**config.mk**
```make
export PLATFORM = sky130hd
export DESIGN_NAME = fft4_stream_flat
export DESIGN_NICKNAME = d
export VERILOG_FILES = /design/src/rtl/fft4_stream_if.sv /design/src/rtl/fft4_stream.sv /design/src/flat_wrapper.sv
export SDC_FILE = /design/constraint.sdc
export NUM_CORES = 2
export LEC_CHECK = 0
export BUFFER_PORTS_ARGS = -buffer_cell sky130_fd_sc_hd__buf_2
export CORE_MARGIN = 10
export CORE_UTILIZATION = 25
export CTS_CLUSTER_DIAMETER = 60
export DETAILED_ROUTE_END_ITERATION = 7
export PLACE_DENSITY = 0.49
export RECOVER_POWER = 25
export REMOVE_ABC_BUFFERS = 1
export SLEW_MARGIN = 20
export SYNTH_ARGS = -nofsm -noshare
export SYNTH_HDL_FRONTEND = slang
export SYNTH_SLANG_ARGS = --single-unit
```
**constraint.sdc**
```tcl
create_clock -name clk -period 10.99 [get_ports clk]
set_input_delay 0 -clock clk [delete_from_list [all_inputs] [get_ports clk]]
set_output_delay 0 -clock clk [all_outputs]
set_load 0.05 [all_outputs]
```
**src/rtl/fft4_stream_if.sv**
```systemverilog
// Sample/bin bus for fft4_stream: framed complex input samples and serial output bins.
interface fft4_stream_if;
  logic [31:0] A_real;
  logic [31:0] A_img;
  logic        start4;
  logic        end4;
  logic [31:0] out_real4;
  logic [31:0] out_img4;

  modport master (output A_real, A_img, start4, end4, input out_real4, out_img4);
  modport slave  (input A_real, A_img, start4, end4, output out_real4, out_img4);
endinterface

```
**src/rtl/fft4_stream.sv**
```systemverilog
// Streaming 4-point DFT: captures a framed group of 4 complex samples, emits X0..X3 serially.
// Optional macro FFT4_SCALE_EN: divide each bin by 4 (floor) before truncating to 32 bits.
module fft4_stream (
  input  logic          clk,
  input  logic          rst,
  fft4_stream_if.slave  io
);
  localparam int STAGES = 3;

  typedef enum logic [1:0] {IDLE, CAP1, CAP2, CAP3} state_t;

  state_t state, state_nxt;
  logic   cap_a, cap_b, cap_c, load;

  logic [2:0][31:0]     smp_re, smp_im;
  logic [3:0][31:0]     bin_re, bin_im, bin_re_nxt, bin_im_nxt;
  logic [STAGES:0]      vld_pipe;
  logic [31:0]          sel_re, sel_im;
  logic signed [33:0]   ar, ai, br, bi, cr, ci, dr, di;
  logic signed [33:0]   s_ac_r, s_ac_i, d_ac_r, d_ac_i, s_bd_r, s_bd_i, d_bd_r, d_bd_i;
  logic signed [33:0]   full_re [4];
  logic signed [33:0]   full_im [4];

  always_ff @(posedge clk) begin
    if (rst) state <= IDLE;
    else     state <= state_nxt;
  end

  // start4 restarts capture from any state and takes priority over end4
  always_comb begin
    state_nxt = state;
    cap_a     = 1'b0;
    cap_b     = 1'b0;
    cap_c     = 1'b0;
    load      = 1'b0;
    if (io.start4) begin
      cap_a     = 1'b1;
      state_nxt = CAP1;
    end else begin
      case (state)
        CAP1:    begin cap_b = 1'b1; state_nxt = CAP2; end
        CAP2:    begin cap_c = 1'b1; state_nxt = CAP3; end
        CAP3:    begin load = io.end4; state_nxt = IDLE; end
        default: state_nxt = IDLE;
      endcase
    end
  end

  // d is never stored: it is the live input on the cycle that loads the buffer
  assign ar = {{2{smp_re[0][31]}}, smp_re[0]};
  assign ai = {{2{smp_im[0][31]}}, smp_im[0]};
  assign br = {{2{smp_re[1][31]}}, smp_re[1]};
  assign bi = {{2{smp_im[1][31]}}, smp_im[1]};
  assign cr = {{2{smp_re[2][31]}}, smp_re[2]};
  assign ci = {{2{smp_im[2][31]}}, smp_im[2]};
  assign dr = {{2{io.A_real[31]}}, io.A_real};
  assign di = {{2{io.A_img[31]}},  io.A_img};

  assign s_ac_r = ar + cr;
  assign s_ac_i = ai + ci;
  assign d_ac_r = ar - cr;
  assign d_ac_i = ai - ci;
  assign s_bd_r = br + dr;
  assign s_bd_i = bi + di;
  assign d_bd_r = br - dr;
  assign d_bd_i = bi - di;

  // -j*(x+jy) = y - jx, +j*(x+jy) = -y + jx
  assign full_re[0] = s_ac_r + s_bd_r;
  assign full_im[0] = s_ac_i + s_bd_i;
  assign full_re[1] = d_ac_r + d_bd_i;
  assign full_im[1] = d_ac_i - d_bd_r;
  assign full_re[2] = s_ac_r - s_bd_r;
  assign full_im[2] = s_ac_i - s_bd_i;
  assign full_re[3] = d_ac_r - d_bd_i;
  assign full_im[3] = d_ac_i + d_bd_r;

  for (genvar i = 0; i < 4; i++) begin : g_red
`ifdef FFT4_SCALE_EN
    assign bin_re_nxt[i] = 32'(full_re[i] >>> 2);
    assign bin_im_nxt[i] = 32'(full_im[i] >>> 2);
`else
    assign bin_re_nxt[i] = 32'(full_re[i]);
    assign bin_im_nxt[i] = 32'(full_im[i]);
`endif
  end

  // vld_pipe is one-hot on the bin emitted at the next edge
  always_comb begin
    sel_re = '0;
    sel_im = '0;
    for (int i = 0; i <= STAGES; i++) begin
      if (vld_pipe[i]) begin
        sel_re = bin_re[i];
        sel_im = bin_im[i];
      end
    end
  end

  always_ff @(posedge clk) begin
    if (rst) begin
      smp_re       <= '0;
      smp_im       <= '0;
      bin_re       <= '0;
      bin_im       <= '0;
      vld_pipe     <= '0;
      io.out_real4 <= '0;
      io.out_img4  <= '0;
    end else begin
      if (cap_a) begin smp_re[0] <= io.A_real; smp_im[0] <= io.A_img; end
      if (cap_b) begin smp_re[1] <= io.A_real; smp_im[1] <= io.A_img; end
      if (cap_c) begin smp_re[2] <= io.A_real; smp_im[2] <= io.A_img; end
      if (load) begin
        bin_re <= bin_re_nxt;
        bin_im <= bin_im_nxt;
      end
      vld_pipe     <= load ? {{STAGES{1'b0}}, 1'b1} : {vld_pipe[STAGES-1:0], 1'b0};
      io.out_real4 <= sel_re;
      io.out_img4  <= sel_im;
    end
  end
endmodule

```
**src/flat_wrapper.sv**
```systemverilog
// flat-port wrapper written by rule: the top's interface ports become plain ports
module fft4_stream_flat 
  (clk, rst, io_A_real, io_A_img, io_start4, io_end4, io_out_real4, io_out_img4);
  fft4_stream_if io_i ();
  input  logic clk;
  input  logic rst;
  input wire logic [$bits(io_i.A_real)-1:0] io_A_real;
  input wire logic [$bits(io_i.A_img)-1:0] io_A_img;
  input wire logic [$bits(io_i.start4)-1:0] io_start4;
  input wire logic [$bits(io_i.end4)-1:0] io_end4;
  output wire logic [$bits(io_i.out_real4)-1:0] io_out_real4;
  output wire logic [$bits(io_i.out_img4)-1:0] io_out_img4;
  assign io_i.A_real = io_A_real;
  assign io_i.A_img = io_A_img;
  assign io_i.start4 = io_start4;
  assign io_i.end4 = io_end4;
  assign io_out_real4 = io_i.out_real4;
  assign io_out_img4 = io_i.out_img4;
  fft4_stream u_core (.clk(clk), .rst(rst), .io(io_i));
endmodule
```
==> impl_metrics.tcl <==
set metrics [dict create \
    status "finished, violations left" \
    violations "capacitance limit, slew limit" \
    period_minus_slack_ns 6.127 \
    htreeDepth 3 \
    layout_commonest_cell "a21oi_1" \
    setup_viol 0 \
    cp_common_cell "o21ai_0" \
    drtPass1Iterations 6 \
    path_cells "ha_1, fa_1, nand2b_1, a21oi_1, o21ai_0, a31oi_1, a211oi_1, o21ai_0, a21o_1, a221o_1, a21oi_1, o21bai_1, xnor2_1, ha_1, nor4_1, nand2_1, o211ai_1, o21ai_0, o21ai_0, a311oi_1, xnor2_1, a211oi_1" \
    synth.distinct_cells 96 \
    dieHeight_um 438.0 \
    finalWorstSetupSlack_ns 4.863 \
    row_count 153 \
    hold_viol 0 \
    slew_headroom_pct -156.6 \
    clock_path_buffers 3 \
    synth_ff_type "dfxtp_1" \
    mostFrequentLayoutCells "823 x a21oi_1, 792 x nor2_1, 562 x nand2_1, 510 x dfxtp_1, 499 x ha_1" \
    finalWirelength_mm 157.0 \
    drv_cap 5 \
    cts.clk_slew.worst_paths_ns 0.06 \
    dp.cells 8125 \
    power.density_mw_per_mm2 156.0 \
    avgSynthCellArea_um2 7.284 \
    ys_seq_area_share_pct 23.55 \
    clock.fmax_mhz 163.2 \
    critPathLaunchType "flop" \
    grt_max_degree 152 \
    maxSlewViolCount 207 \
    die_w_um 438.0 \
    cts_tree "yes" \
    grt_pass1_wl_mm 237.8 \
    clockRootBuffer "clkbuf_16" \
    slowest_delay_ns 0.66 \
    post-dp-hpwl_mm 120.0 \
    synth_warnings 0 \
    drc_errors 0 \
    globalplace.congestion 0.9082 \
    worst-setup-path-type "flop to flop" \
    path_buf_inv 0 \
    endpoint_kind "flop" \
    final_cell_area_mm2 0.04975 \
    rsz0062_at_grt "no" \
    wl_per_cell_um 18.80 \
    finClkSkew_ns 0.02790 \
    vias 40640 \
    fin_crit_sh_pct 55.75 \
    crit_arrival_ns 6.70 \
    dpl_worst_slack_ns 4.949 \
    portBuffers 131 \
    register_area_mm2 0.01030 \
    layout-drive-gt1-share_pct 5.012 \
    die-area_mm2 0.1919 \
    synth_area_mm2 0.04369 \
    area_growth_pct 13.87 \
    utilization_pct 28.62 \
    cts_post_setup_buffers_inserted 0 \
    antenna_found_initial 25 \
    ant_nets 0 \
    n_fill_cell 19130 \
    fin_nets 6538 \
    multi_input_area_mm2 0.03023 \
    cp_top_family "compound AO/OA/AOI/OAI gates" \
    peakVddDrop_mv 0.09490 \
    cp.required_ns 11.56 \
    numClockSinks 514 \
    worst_hold_slack_ns 0.06547 \
    fin_tns_setup_ns 0 \
    power_leakage_nw 20.68 \
    synth_seq_cells 514 \
    power.total_mw 7.761 \
    drtIter0Drc 2538 \
    start_util_pct 25.14 \
    instances_no_fill 8355 \
    worstMarginPinSlew_ns 3.849 \
    grt_pass1_vias 39840 \
    hold_class "input port to flop" \
    synth_edf_count 0 \
    clk_latency_ns 0.68 \
    synthCells 5998 \
    core_area_mm2 0.1738 \
    cp_slowest_cell "a211oi_1" \
    cts_buffers 85 \
    crit_fanout 8 \
    placed_area_mm2 0.04617 \
    via_per_inst 4.864 \
    grt.overflow.total 0 \
    synthArstFlopShare_pct 0 \
    grt_use_total_pct 15.60 \
    ios 132 \
]
-- power by group --
part	internal (mW)	switching, mW
registers	1.90	0.0262
logic	1.09	1.89
clock network	1.79	1.07
-- layer usage --
layer	up-vias	GRT usage [%]	part of all wire (%)
met5	-	0	0.013
met1	19180	20.30	46
met2	830	26.82	47
met3	252	1.507	3.4
met4	4	5.299	3.2
li1	20380	-	-
-- worst register-to-register path, cell delays in order (launching register included) --
cell,delay (ns)
dfxtp_1,0.32
ha_1,0.21
fa_1,0.42
nand2b_1,0.10
a21oi_1,0.08
o21ai_0,0.29
a31oi_1,0.26
a211oi_1,0.66
o21ai_0,0.17
a21o_1,0.23
a221o_1,0.33
a21oi_1,0.17
o21bai_1,0.14
xnor2_1,0.17
ha_1,0.44
nor4_1,0.34
nand2_1,0.15
o211ai_1,0.20
o21ai_0,0.20
o21ai_0,0.56
a311oi_1,0.21
xnor2_1,0.16
a211oi_1,0.21
-- cell families after synthesis --
group | share of synthesized area, %
flip-flops | 23.55
AND/OR/NAND/NOR | 18.47
XOR/XNOR | 9.061
buffers and inverters | 7.360
AO/OA/AOI/OAI | 24.98
adder cells (fa/ha/maj) | 15.02
multiplexers | 1.558
-- cell usage after synthesis (30+ instances only) --
master / n / area [um2]
a21oi_1: 823 / 4119
nor2_1: 794 / 2980
nand2_1: 563 / 2113
dfxtp_1: 514 / 10290
ha_1: 499 / 6243
inv_1: 483 / 1813
xnor2_1: 380 / 3328
clkbuf_1: 299 / 1122
o21ai_0: 221 / 1106
a211oi_1: 139 / 1044
o21bai_1: 125 / 938.4
nor3_1: 119 / 595.6
a21o_1: 87 / 653.1
and3_1: 75 / 469.2
nand2b_1: 73 / 456.7
xor2_1: 72 / 630.6
mux2i_1: 68 / 680.7
nor2b_1: 49 / 306.5
nand3_1: 48 / 240.2
o21a_1: 45 / 337.8
o31ai_1: 35 / 262.8
a31oi_1: 34 / 212.7
buf_1: 31 / 116.4
o211ai_1: 30 / 225.2
-- path summary, 6_finish.rpt --
check / to / cells after the start / slack (ns) / from
worst max-delay path: u_core.bin_im[94] / 22 / 4.86 / u_core.bi[0]
worst min-delay path: u_core.vld_pipe[2] / 5 / 0.07 / io_end4
worst max register to register: u_core.bin_im[94] / 22 / 4.86 / u_core.bi[0]
worst min register to register: u_core.bin_re[23] / 2 / 0.44 / u_core.bin_re[23]
-- area by class of cell --
class	instances	share of cell area [%]
tap	2325	5.847
timing repair buffer	228	2.975
antenna	4	0.02012
clock buffer	113	4.819
sequential	514	20.71
clock inverter	45	1.190
multi-input combinational	4639	60.76
inverter	487	3.677
-- sequential cells by signal, indices dropped and copies added (netlist names) --
register and flops:
u_core.state 2, u_core.vld_pipe 4, u_core.bin_re 126, u_core.br 32, u_core.ai 32, u_core.io.out_img4 32
u_core.cr 32, u_core.ci 32, u_core.bi 32, u_core.ar 32, u_core.bin_im 126, u_core.io.out_real4 32
-- timing repair --
action,in CTS,in global routing
endpoints found under the setup margin,0,0
resized for setup,0,0
hold buffers,68,0
hold endpoints to repair,235,0
Power figures use the tool's default switching activity.
